$ cat src/rtl/multi_led_calib_ctrl_if.sv
// Signal bundle between the LED calibration controller and the optical AFE:
// ADC sample stream in, LED/DAC/PGA controls and per-channel results out.
interface multi_led_calib_ctrl_if #(
  parameter int N_CH  = 2,
  parameter int ADC_W = 8,
  parameter int DC_W  = 7,
  parameter int PGA_W = 4
);
  localparam int CH_W = (N_CH > 1) ? $clog2(N_CH) : 1;

  // sample_en and value_valid are valid-only strobes with no ready: the
  // receiver must take adc / ch_value in the single cycle the strobe is high.
  logic                  start;
  logic                  abort;
  logic                  sample_en;
  logic [ADC_W-1:0]      adc;
  logic [N_CH-1:0]       led_en;
  logic [3:0]            led_drive;
  logic [DC_W-1:0]       dc_comp;
  logic [PGA_W-1:0]      pga_gain;
  logic                  clk_filter;
  logic                  busy;
  logic                  cal_done;
  logic [N_CH-1:0]       cal_fail;
  logic [N_CH*ADC_W-1:0] ch_value;
  logic                  value_valid;
  logic [CH_W-1:0]       value_ch;
  logic [1:0]            dbg_state;

  modport master (
    output start, abort, sample_en, adc,
    input  led_en, led_drive, dc_comp, pga_gain, clk_filter, busy, cal_done,
           cal_fail, ch_value, value_valid, value_ch, dbg_state
  );

  modport slave (
    input  start, abort, sample_en, adc,
    output led_en, led_drive, dc_comp, pga_gain, clk_filter, busy, cal_done,
           cal_fail, ch_value, value_valid, value_ch, dbg_state
  );
endinterface

$ cat src/rtl/multi_led_calib_ctrl.sv
// N-channel LED calibration (DC-compensation search, then PGA gain search)
// followed by time-multiplexed acquisition using the stored per-channel settings.
module multi_led_calib_ctrl #(
  parameter int N_CH      = 2,
  parameter int ADC_W     = 8,
  parameter int DC_W      = 7,
  parameter int PGA_W     = 4,
  parameter int DRIVE_DEF = 10,
  parameter int SETTLE    = 2,
  parameter int DC_WIN    = 10,
  parameter int PGA_WIN   = 50,
  parameter int DWELL     = 10,
  parameter int TGT_LO    = 110,
  parameter int TGT_HI    = 140,
  parameter int CLIP_LO   = 5,
  parameter int CLIP_HI   = 250
) (
  input  logic                  CLK,
  input  logic                  rst_n,
  multi_led_calib_ctrl_if.slave bus
);
  localparam int CH_W  = (N_CH > 1) ? $clog2(N_CH) : 1;
  localparam int CNT_W = 16;

  localparam logic [DC_W-1:0]  DC_MID   = DC_W'(1) << (DC_W - 1);
  localparam logic [DC_W-1:0]  DC_MAX   = '1;
  localparam logic [PGA_W-1:0] PGA_MAX  = '1;
  localparam logic [CNT_W-1:0] SETTLE_C = CNT_W'(SETTLE);
  localparam logic [CNT_W-1:0] DC_LAST  = CNT_W'(SETTLE + DC_WIN - 1);
  localparam logic [CNT_W-1:0] PGA_LAST = CNT_W'(SETTLE + PGA_WIN - 1);
  localparam logic [CNT_W-1:0] OP_LAST  = CNT_W'(SETTLE + DWELL - 1);
  localparam logic [ADC_W:0]   TGT_LO_C = (ADC_W+1)'(TGT_LO);
  localparam logic [ADC_W:0]   TGT_HI_C = (ADC_W+1)'(TGT_HI);
  localparam logic [ADC_W-1:0] CLIP_LO_C = ADC_W'(CLIP_LO);
  localparam logic [ADC_W-1:0] CLIP_HI_C = ADC_W'(CLIP_HI);
  localparam logic [CH_W-1:0]  CH_LAST  = CH_W'(N_CH - 1);

  typedef enum logic [1:0] {S_IDLE, S_DC_SRCH, S_PGA_SRCH, S_OPERATE} state_t;

  state_t                state_q, state_d;
  logic [CH_W-1:0]       ch_q, ch_d;
  logic [CNT_W-1:0]      cnt_q, cnt_d;
  logic [ADC_W-1:0]      min_q, min_d, max_q, max_d;
  logic [DC_W-1:0]       dc_comp_q, dc_comp_d;
  logic [PGA_W-1:0]      pga_gain_q, pga_gain_d;
  logic [N_CH-1:0]       led_en_q, led_en_d;
  logic [N_CH-1:0]       cal_fail_q, cal_fail_d;
  logic [N_CH*ADC_W-1:0] ch_value_q, ch_value_d;
  logic                  value_valid_q, value_valid_d;
  logic [CH_W-1:0]       value_ch_q, value_ch_d;
  logic                  clk_filter_q, clk_filter_d;
  logic [DC_W-1:0]       dc_store_q  [N_CH];
  logic [DC_W-1:0]       dc_store_d  [N_CH];
  logic [PGA_W-1:0]      pga_store_q [N_CH];
  logic [PGA_W-1:0]      pga_store_d [N_CH];

  logic [ADC_W-1:0] min_n, max_n;
  logic [ADC_W:0]   avg;
  logic             clip, ch_is_last, restart, advance;
  logic [CH_W-1:0]  ch_inc;

  function automatic logic [N_CH-1:0] onehot(input logic [CH_W-1:0] c);
    onehot = N_CH'(1) << c;
  endfunction

  always_comb begin
    min_n      = (bus.adc < min_q) ? bus.adc : min_q;
    max_n      = (bus.adc > max_q) ? bus.adc : max_q;
    avg        = ({1'b0, max_n} + {1'b0, min_n}) >> 1;
    clip       = (min_n <= CLIP_LO_C) || (max_n >= CLIP_HI_C);
    ch_is_last = (ch_q == CH_LAST);
    ch_inc     = ch_is_last ? '0 : ch_q + CH_W'(1);
  end

  always_comb begin
    state_d       = state_q;
    ch_d          = ch_q;
    cnt_d         = cnt_q;
    min_d         = min_q;
    max_d         = max_q;
    dc_comp_d     = dc_comp_q;
    pga_gain_d    = pga_gain_q;
    led_en_d      = led_en_q;
    cal_fail_d    = cal_fail_q;
    ch_value_d    = ch_value_q;
    value_valid_d = 1'b0;
    value_ch_d    = value_ch_q;
    dc_store_d    = dc_store_q;
    pga_store_d   = pga_store_q;
    clk_filter_d  = ~clk_filter_q;
    restart       = 1'b0;
    advance       = 1'b0;

    if (bus.abort) begin
      state_d    = S_IDLE;
      led_en_d   = '0;
      dc_comp_d  = DC_MID;
      pga_gain_d = '0;
      cnt_d      = '0;
    end else if (bus.start && (state_q == S_IDLE || state_q == S_OPERATE)) begin
      state_d    = S_DC_SRCH;
      ch_d       = '0;
      cal_fail_d = '0;
      dc_comp_d  = DC_MID;
      pga_gain_d = '0;
      led_en_d   = onehot('0);
      restart    = 1'b1;
    end else if (bus.sample_en && state_q != S_IDLE) begin
      cnt_d = cnt_q + CNT_W'(1);
      if (cnt_q >= SETTLE_C) begin
        min_d = min_n;
        max_d = max_n;
      end
      unique case (state_q)
        S_DC_SRCH: if (cnt_q == DC_LAST) begin
          restart = 1'b1;
          // Stepping off either end of the code range is a rail hit, not a wrap.
          if (avg < TGT_LO_C && dc_comp_q != '0) begin
            dc_comp_d = dc_comp_q - DC_W'(1);
          end else if (avg > TGT_HI_C && dc_comp_q != DC_MAX) begin
            dc_comp_d = dc_comp_q + DC_W'(1);
          end else begin
            if (avg < TGT_LO_C || avg > TGT_HI_C) cal_fail_d[ch_q] = 1'b1;
            dc_store_d[ch_q] = dc_comp_q;
            state_d          = S_PGA_SRCH;
            pga_gain_d       = '0;
          end
        end
        S_PGA_SRCH: if (cnt_q == PGA_LAST) begin
          restart = 1'b1;
          if (clip) begin
            pga_store_d[ch_q] = (pga_gain_q == '0) ? '0 : pga_gain_q - PGA_W'(1);
            advance           = 1'b1;
          end else if (pga_gain_q != PGA_MAX) begin
            pga_gain_d = pga_gain_q + PGA_W'(1);
          end else begin
            pga_store_d[ch_q] = pga_gain_q;
            advance           = 1'b1;
          end
        end
        S_OPERATE: if (cnt_q == OP_LAST) begin
          restart                              = 1'b1;
          ch_value_d[int'(ch_q)*ADC_W +: ADC_W] = bus.adc;
          value_valid_d                        = 1'b1;
          value_ch_d                           = ch_q;
          ch_d                                 = ch_inc;
          led_en_d                             = onehot(ch_inc);
          dc_comp_d                            = dc_store_q[ch_inc];
          pga_gain_d                           = pga_store_q[ch_inc];
        end
        default: ;
      endcase

      // The last channel's gain is stored this cycle, so slot 0 reads the _d copy.
      if (advance) begin
        if (!ch_is_last) begin
          state_d    = S_DC_SRCH;
          ch_d       = ch_inc;
          led_en_d   = onehot(ch_inc);
          dc_comp_d  = DC_MID;
          pga_gain_d = '0;
        end else begin
          state_d    = S_OPERATE;
          ch_d       = '0;
          led_en_d   = onehot('0);
          dc_comp_d  = dc_store_d[0];
          pga_gain_d = pga_store_d[0];
        end
      end
    end

    if (restart) begin
      cnt_d = '0;
      min_d = '1;
      max_d = '0;
    end
  end

  always_ff @(posedge CLK or negedge rst_n) begin
    if (!rst_n) begin
      state_q       <= S_IDLE;
      ch_q          <= '0;
      cnt_q         <= '0;
      min_q         <= '1;
      max_q         <= '0;
      dc_comp_q     <= DC_MID;
      pga_gain_q    <= '0;
      led_en_q      <= '0;
      cal_fail_q    <= '0;
      ch_value_q    <= '0;
      value_valid_q <= 1'b0;
      value_ch_q    <= '0;
      clk_filter_q  <= 1'b0;
      for (int i = 0; i < N_CH; i++) begin
        dc_store_q[i]  <= '0;
        pga_store_q[i] <= '0;
      end
    end else begin
      state_q       <= state_d;
      ch_q          <= ch_d;
      cnt_q         <= cnt_d;
      min_q         <= min_d;
      max_q         <= max_d;
      dc_comp_q     <= dc_comp_d;
      pga_gain_q    <= pga_gain_d;
      led_en_q      <= led_en_d;
      cal_fail_q    <= cal_fail_d;
      ch_value_q    <= ch_value_d;
      value_valid_q <= value_valid_d;
      value_ch_q    <= value_ch_d;
      clk_filter_q  <= clk_filter_d;
      dc_store_q    <= dc_store_d;
      pga_store_q   <= pga_store_d;
    end
  end

  assign bus.led_en      = led_en_q;
  assign bus.led_drive   = (led_en_q != '0) ? 4'(DRIVE_DEF) : 4'd0;
  assign bus.dc_comp     = dc_comp_q;
  assign bus.pga_gain    = pga_gain_q;
  assign bus.clk_filter  = clk_filter_q;
  assign bus.busy        = (state_q == S_DC_SRCH) || (state_q == S_PGA_SRCH);
  assign bus.cal_done    = (state_q == S_OPERATE);
  assign bus.cal_fail    = cal_fail_q;
  assign bus.ch_value    = ch_value_q;
  assign bus.value_valid = value_valid_q;
  assign bus.value_ch    = value_ch_q;
  assign bus.dbg_state   = state_q;
endmodule

$ cat src/flat_wrapper.sv
// flat-port wrapper written by rule: the top's interface ports become plain ports
module multi_led_calib_ctrl_flat 
#(
  parameter int N_CH      = 2,
  parameter int ADC_W     = 8,
  parameter int DC_W      = 7,
  parameter int PGA_W     = 4,
  parameter int DRIVE_DEF = 10,
  parameter int SETTLE    = 2,
  parameter int DC_WIN    = 10,
  parameter int PGA_WIN   = 50,
  parameter int DWELL     = 10,
  parameter int TGT_LO    = 110,
  parameter int TGT_HI    = 140,
  parameter int CLIP_LO   = 5,
  parameter int CLIP_HI   = 250
)
  (CLK, rst_n, bus_start, bus_abort, bus_sample_en, bus_adc, bus_led_en, bus_led_drive, bus_dc_comp, bus_pga_gain, bus_clk_filter, bus_busy, bus_cal_done, bus_cal_fail, bus_ch_value, bus_value_valid, bus_value_ch, bus_dbg_state);
  multi_led_calib_ctrl_if #(.N_CH(N_CH), .ADC_W(ADC_W), .DC_W(DC_W), .PGA_W(PGA_W)) bus_i ();
  input  logic CLK;
  input  logic rst_n;
  input wire logic [$bits(bus_i.start)-1:0] bus_start;
  input wire logic [$bits(bus_i.abort)-1:0] bus_abort;
  input wire logic [$bits(bus_i.sample_en)-1:0] bus_sample_en;
  input wire logic [$bits(bus_i.adc)-1:0] bus_adc;
  output wire logic [$bits(bus_i.led_en)-1:0] bus_led_en;
  output wire logic [$bits(bus_i.led_drive)-1:0] bus_led_drive;
  output wire logic [$bits(bus_i.dc_comp)-1:0] bus_dc_comp;
  output wire logic [$bits(bus_i.pga_gain)-1:0] bus_pga_gain;
  output wire logic [$bits(bus_i.clk_filter)-1:0] bus_clk_filter;
  output wire logic [$bits(bus_i.busy)-1:0] bus_busy;
  output wire logic [$bits(bus_i.cal_done)-1:0] bus_cal_done;
  output wire logic [$bits(bus_i.cal_fail)-1:0] bus_cal_fail;
  output wire logic [$bits(bus_i.ch_value)-1:0] bus_ch_value;
  output wire logic [$bits(bus_i.value_valid)-1:0] bus_value_valid;
  output wire logic [$bits(bus_i.value_ch)-1:0] bus_value_ch;
  output wire logic [$bits(bus_i.dbg_state)-1:0] bus_dbg_state;
  assign bus_i.start = bus_start;
  assign bus_i.abort = bus_abort;
  assign bus_i.sample_en = bus_sample_en;
  assign bus_i.adc = bus_adc;
  assign bus_led_en = bus_i.led_en;
  assign bus_led_drive = bus_i.led_drive;
  assign bus_dc_comp = bus_i.dc_comp;
  assign bus_pga_gain = bus_i.pga_gain;
  assign bus_clk_filter = bus_i.clk_filter;
  assign bus_busy = bus_i.busy;
  assign bus_cal_done = bus_i.cal_done;
  assign bus_cal_fail = bus_i.cal_fail;
  assign bus_ch_value = bus_i.ch_value;
  assign bus_value_valid = bus_i.value_valid;
  assign bus_value_ch = bus_i.value_ch;
  assign bus_dbg_state = bus_i.dbg_state;
  multi_led_calib_ctrl #(.N_CH(N_CH), .ADC_W(ADC_W), .DC_W(DC_W), .PGA_W(PGA_W), .DRIVE_DEF(DRIVE_DEF), .SETTLE(SETTLE), .DC_WIN(DC_WIN), .PGA_WIN(PGA_WIN), .DWELL(DWELL), .TGT_LO(TGT_LO), .TGT_HI(TGT_HI), .CLIP_LO(CLIP_LO), .CLIP_HI(CLIP_HI)) u_core (.CLK(CLK), .rst_n(rst_n), .bus(bus_i));
endmodule
$ cat config.mk
export PLATFORM = sky130hd
export DESIGN_NAME = multi_led_calib_ctrl_flat
export DESIGN_NICKNAME = d
export VERILOG_FILES = /design/src/rtl/multi_led_calib_ctrl_if.sv /design/src/rtl/multi_led_calib_ctrl.sv /design/src/flat_wrapper.sv
export SDC_FILE = /design/constraint.sdc
export NUM_CORES = 1
export LEC_CHECK = 0
export ABC_AREA = 1
export BUFFER_PORTS_ARGS = -buffer_cell sky130_fd_sc_hd__buf_2
export CAP_MARGIN = 20
export CORE_UTILIZATION = 40
export DETAILED_ROUTE_END_ITERATION = 8
export PLACE_DENSITY = 0.57
export SLEW_MARGIN = 20
export SYNTH_ARGS = -nofsm -noshare
export SYNTH_HDL_FRONTEND = slang
export SYNTH_SLANG_ARGS = --single-unit
$ cat constraint.sdc
create_clock -name CLK -period 10.9 [get_ports CLK]
set_clock_uncertainty 0.2 [all_clocks]
set_input_delay 2.18 -clock CLK [delete_from_list [all_inputs] [get_ports CLK]]
set_output_delay 2.18 -clock CLK [all_outputs]
set_load 0.01 [all_outputs]
# --- After elaboration in Yosys (flattened, before gate mapping) ---
# Cells that the tools add are included.
totals:
  reg_bits: 91
  input_bits: 13
  output_inout_bits: 42
  word_cells: 226
classes:
  add_sub_neg: 8
  n_lt_le_gt_ge: 12
  eq_ne: 23
  shift: 3
  n_mux: 112
  bitwise: 8
  reduce_logical: 43
op_table:
  columns: ["cell", "n"]
  rows:
  - ["8-bit two-way mux", 16]
  - ["7-bit two-way mux", 13]
  - ["4-bit two-way mux", 18]
  - ["16-bit two-way mux", 4]
  - ["14-bit two-way mux", 4]
  - ["2-bit two-way mux", 23]
  - ["4-bit negation with 33-bit output", 1]
  - ["8-bit by 33-bit variable shift with 16-bit output (first input constant)", 1]
  - ["8-bit by 33-bit indexed part select with 16-bit output", 1]
  - ["1-bit two-way mux", 24]
  - ["5-bit by 2-bit != test with 1-bit output (second input constant)", 4]
  - ["16-bit by 1-bit adder with 16-bit output (second input constant)", 1]
  - ["16-bit bitwise mux", 1]
  - ["8-bit bitwise mux", 2]
  - ["16-bit by 4-bit == test with 1-bit output (second input constant)", 1]
  - ["16-bit by 6-bit == test with 1-bit output (second input constant)", 1]
  - ["16-bit by 2-bit >= comparator with 1-bit output (second input constant)", 1]
  - ["2-bit nonzero test", 8]
  - ["5-bit AND reduction", 3]
  - ["14-bit bitwise mux", 1]
  - ["7-bit case mux with 2 select lines", 1]
  - ["7-bit AND reduction", 2]
  - ["4-bit case mux with 3 select lines", 1]
  - ["3-bit nonzero test", 4]
  - ["other kinds (48)", 73]

# --- Longest topological paths before layout ---
logic_depth:
  depth_word: 15
  mapped_depth: 42
  depth_no_buf: 41

# --- Worst setup path after synthesis ---
# No wires, ideal clock.
synth_path:
  kind: "in2reg"
  start: "input bus_adc[5]"
  end: "register u_core.dc_comp_q[6] (netlist: u_core.bus.dc_comp[6])"
  setup_time_ns: 0.072
  t_arrival_ns: 6.173
  required_ns: 10.628
  setup_slack_ns: 4.454
  cell_stages: 36
  n_path_buf: 2
  cell_sequence: "ha_1 -> a21oi_2 -> nor2_1 -> nor3_4 -> nand2_4 -> buf_6 -> nand2_1 -> o21a_1 -> inv_1 -> ha_1 -> a21oi_1 -> o21bai_1 -> a21oi_1 -> nand2_1 -> nand2_1 -> nand2_1 -> nor2_2 -> nand2_2 -> nand3_2 -> buf_6 -> inv_1 -> ha_1 -> inv_1 -> o31ai_1 -> nand2_1 -> nand2_1 -> a21oi_1 -> xor2_1 -> inv_1 -> nand4_1 -> nand3_1 -> nand2_1 -> nand2_1 -> nand3_1 -> nand2_1 -> inv_1"
synth_via:
  elab_chain_len: 14
  elab_cells_between_ends: 35
  classes_between: "add/sub (1); order compare (6); eq/ne (3); mux (20); reduce/logical (5)"
synth_lines:
  columns: ["item", "line", "rtl"]
  rows:
  - ["start, declared", "flat_wrapper.sv:25", "input wire logic [$bits(bus_i.adc)-1:0] bus_adc;"]
  - ["8-bit greater-than comparator or 8-bit less-than comparator (tied branches)", "multi_led_calib_ctrl.sv:68, multi_led_calib_ctrl.sv:67", null]
  - ["8-bit two-way mux, on equally long branches", "multi_led_calib_ctrl.sv:68, multi_led_calib_ctrl.sv:67", null]
  - ["8-bit by 8-bit adder with 9-bit output (tied with other cells)", "multi_led_calib_ctrl.sv:69", "avg = ({1'b0, max_n} + {1'b0, min_n}) >> 1;"]
  - ["8-bit greater-than comparator or 1-bit logical OR (tied branches)", "multi_led_calib_ctrl.sv:120, multi_led_calib_ctrl.sv:70", null]
  - ["1-bit logical AND or 1-bit two-way mux (tied branches)", "multi_led_calib_ctrl.sv:120, multi_led_calib_ctrl.sv:131", null]
  - ["14-bit two-way mux or 1-bit two-way mux (tied branches)", "multi_led_calib_ctrl.sv:120, multi_led_calib_ctrl.sv:129", null]
  - ["14-bit two-way mux or 1-bit two-way mux (tied branches)", "multi_led_calib_ctrl.sv:118, multi_led_calib_ctrl.sv:114", null]
  - ["14-bit two-way mux or 1-bit two-way mux (tied branches)", "multi_led_calib_ctrl.sv:115, multi_led_calib_ctrl.sv:108", null]
  - ["14-bit two-way mux or 1-bit two-way mux (tied branches)", "multi_led_calib_ctrl.sv:114, multi_led_calib_ctrl.sv:100", null]
  - ["7-bit two-way mux or 1-bit two-way mux (tied branches)", "multi_led_calib_ctrl.sv:156, multi_led_calib_ctrl.sv:94", null]
  - ["7-bit two-way mux", "multi_led_calib_ctrl.sv:155", "if (advance) begin"]
  - ["7-bit two-way mux", "multi_led_calib_ctrl.sv:108", "end else if (bus.sample_en && state_q != S_IDLE) begin"]
  - ["7-bit two-way mux", "multi_led_calib_ctrl.sv:100", "end else if (bus.start && (state_q == S_IDLE || state_q == S_OPERATE)) begin"]
  - ["7-bit two-way mux", "multi_led_calib_ctrl.sv:94", "if (bus.abort) begin"]
  - ["end signal, assigned", "multi_led_calib_ctrl.sv:204", "dc_comp_q <= dc_comp_d;"]
  - ["end, declared", "multi_led_calib_ctrl.sv:44", "logic [DC_W-1:0] dc_comp_q, dc_comp_d;"]
# Parallel ways exist; a longest one is shown, timed or not. The select of a mux whose other input is x is not followed.
# A chain may end at the register's enable or synchronous reset.

# --- Final worst setup path ---
# Ends and elaborated chain as after synthesis.

==> flow_summary.toml <==
[outcome]
outcome = "completed"

[timing]
tightest_slew_ns = 0.7936
setup_violations = 0
finalSetupTns_ns = 0
relSlewSlack_pct = 47.09
fmax_ghz = 0.1485
fin_crit_sh_pct = 61.78
period_minus_slack_ns = 6.734
rsz0062_at_grt = "no"
slew_violations = 0
final-hold-violation-count = 0

[yosys]
syn_area_per_cell_um2 = 7.428
syn_area_um2 = 6329
ys_ff_latch = 91
yosysUniqueCellTypes = 54
synth-seq-area-share_pct = 36.16
synth_edf_count = 0
synth_top_flop_cell = "dfrtp_1"
syn_inst = 852
synth_warnings = 0
async_flop_share_pct = 100.0

[cts]
cts_resized = 0
cts_buffer_depth = 2
cts.sink_count = 91
path_clk_slew_ns = 0.07
cts_root_buf = "clkbuf_16"
post-cts-setup-buffers = 0
ctsHoldBuffers = 0
cts_tree = "yes"
htreeDepth = 3
cts-buffers-inserted = 9
worstSkewPairLatency_ns = 0.36

[cells_and_area]
area_delta_synth_final_pct = 11.37
diodes = 0
final_common_cell = "nand2_1"
nFillCells = 1592
stdcell_area_um2 = 7048
layout.nets = 948
seq_area_um2 = 2288
final_cell_mix = "198 x nand2_1, 127 x inv_1, 82 x dfrtp_1"
drive_above_1_share_pct = 15.60
multi_input_area_um2 = 3410

[power_and_ir_drop]
powerDensity_nw_per_um2 = 261.3
irDropWorstVdd_mv = 0.1023
p_leak_nw = 3.547
power_mw = 1.842

[global_route]
grt_first_pass_wirelength_mm = 27.79
grt_overflow_total = 0
grt_usage_pct = 21.83
antenna_found_initial = 0
grt_pass1_vias = 5478
grt_max_degree = 52

[critical_path]
cp_common_cell = "nand2_1"
cp_max_fo = 16
slowest_delay_ns = 0.35
cp.required_ns = 11.01
crit_buf_inv = 6
crit_type = "input pin to flop"
cp_top_family = "simple AND/OR/NAND/NOR gates"
endpoint_kind = "flop"
crit_path_start_kind = "input pin"
crit_slowest_cell = "ha_1"
arrival_ns = 6.84

[placement]
dp_hpwl_mm = 12.46
port_buffers = 52
place_area_um2 = 6758
gp_congestion = 0.8557

[floorplan]
num_rows = 45
io_pins = 55
start_util_pct = 41.32
core_um2 = 15310
dieArea_um2 = 16330
die_w_um = 127.8
fp.dieH_um = 127.8

[routing]
via_per_inst = 5.083
drc = 0
detailedRoute.firstPassIterationCount = 5
via_count = 5667
routed_wl_mm = 16.61
drtAntennaViolNets = 0
drt_iter0_drc = 367
wl_per_cell_um = 14.90

[job]
cap_violations = 0

[hold_path]
hp-class = "flop to flop"
==> synthesized netlist by cell type, types with 5 or more instances <==
library cell	number	area [µm²]
a21oi_1	38	190.2
clkbuf_1	11	41.29
dfrtp_1	82	2052
dfstp_2	9	236.5
ha_1	35	437.9
inv_1	127	476.7
inv_2	10	37.54
nand2_1	198	743.2
nand2_2	12	75.07
nand2_4	5	56.30
nand3_1	46	230.2
nand4_1	11	68.82
nor2_1	57	214.0
nor3_1	14	70.07
nor4_1	9	56.30
o211ai_1	7	52.55
o21ai_0	62	310.3
o21ai_1	26	130.1
o21ai_2	5	43.79
o22ai_1	14	87.58
xor2_1	8	70.07
==> per-stage QoR <==
step / std cells / worst slack [ns] / util (%) / hold slack, ns
finish: 1115 / 4.166 / 46.02 / 0.2173
floorplan: 853 / 4.454 / - / 0.2494
CTS: 1115 / 4.229 / 46.02 / 0.2193
global placement: 1099 / 3.925 / 44.13 / 0.2016
global route: 1115 / 3.638 / 46.02 / 0.2429
detailed placement: 1099 / 3.852 / 44.13 / 0.2074
==> routing by layer <==
layer	GRT usage, %	part of all wire [%]	routed length, µm	vias to the layer above
li1	-	-	-	2912
met1	30.17	50	8291	2629
met2	34.69	45	7485	110
met3	4.007	3.8	637	16
met4	6.644	1.2	193	0
met5	0	0	0	-
==> report_power, final <==
part | leakage (nW) | total (mW) | internal, mW | switching [mW]
registers | 1.19 | 0.472 | 0.408 | 0.0640
clock network | 0.141 | 0.313 | 0.161 | 0.152
logic | 2.22 | 1.06 | 0.362 | 0.696
==> worst reg2reg max path, delay by kind of cell, from the launching register on <==
kind,cells,cell delay (ns)
AO/OA/AOI/OAI,7,1.21
XOR/XNOR,1,0.18
adder cells (fa/ha/maj),3,0.96
buffers and inverters,6,0.48
flip-flops,1,0.53
AND/OR/NAND/NOR,18,1.78
==> flip-flops by register name, summed over array words and instances (netlist names) <==
signal,count
u_core.bus.clk_filter,1
u_core.ch_is_last,1
u_core.bus.pga_gain,4
u_core.bus.dc_comp,7
u_core.dc_store_q,14
u_core.max_q,8
u_core.bus.cal_fail,2
u_core.min_q,8
u_core.pga_store_q,8
u_core.bus.value_ch,1
u_core.bus.value_valid,1
u_core.bus.dbg_state,2
u_core.bus.led_en,2
u_core.bus.ch_value,16
u_core.cnt_q,16
==> kinds of logic after synthesis <==
kind of cell,after synthesis,synth area share [%]
flops,91,36.16
simple gates,375,27.92
xor+xnor,11,1.522
fa+ha+maj,36,7.236
buf+inv,157,10.02
compound gates,180,16.90
mux,1,0.1779
other cells,1,0.05926
==> cell type report <==
type | count | share of cell area (%)
well taps | 211 | 3.746
multi-input cells | 605 | 48.38
repair buffers | 54 | 3.941
clock buffers | 9 | 3.195
inverters | 138 | 7.350
clock inverters | 7 | 0.9231
flip-flops and latches | 91 | 32.47
==> final timing paths <==
path	end	depth (start not counted)	from	slack (ns)
worst max-delay path	u_core.bus.dc_comp[6]	35	bus_adc[5]	4.17
worst min-delay path	u_core.bus.clk_filter	1	u_core.bus.clk_filter	0.22
worst max register to register	u_core.bus.dc_comp[6]	35	u_core.min_q[5]	5.54
worst min register to register	u_core.bus.clk_filter	1	u_core.bus.clk_filter	0.22
max in group asynchronous	u_core.cnt_q[12]	2	rst_n	7.83
min in group asynchronous	u_core.bus.ch_value[13]	1	rst_n	1.59
Power figures use the tool's default switching activity.
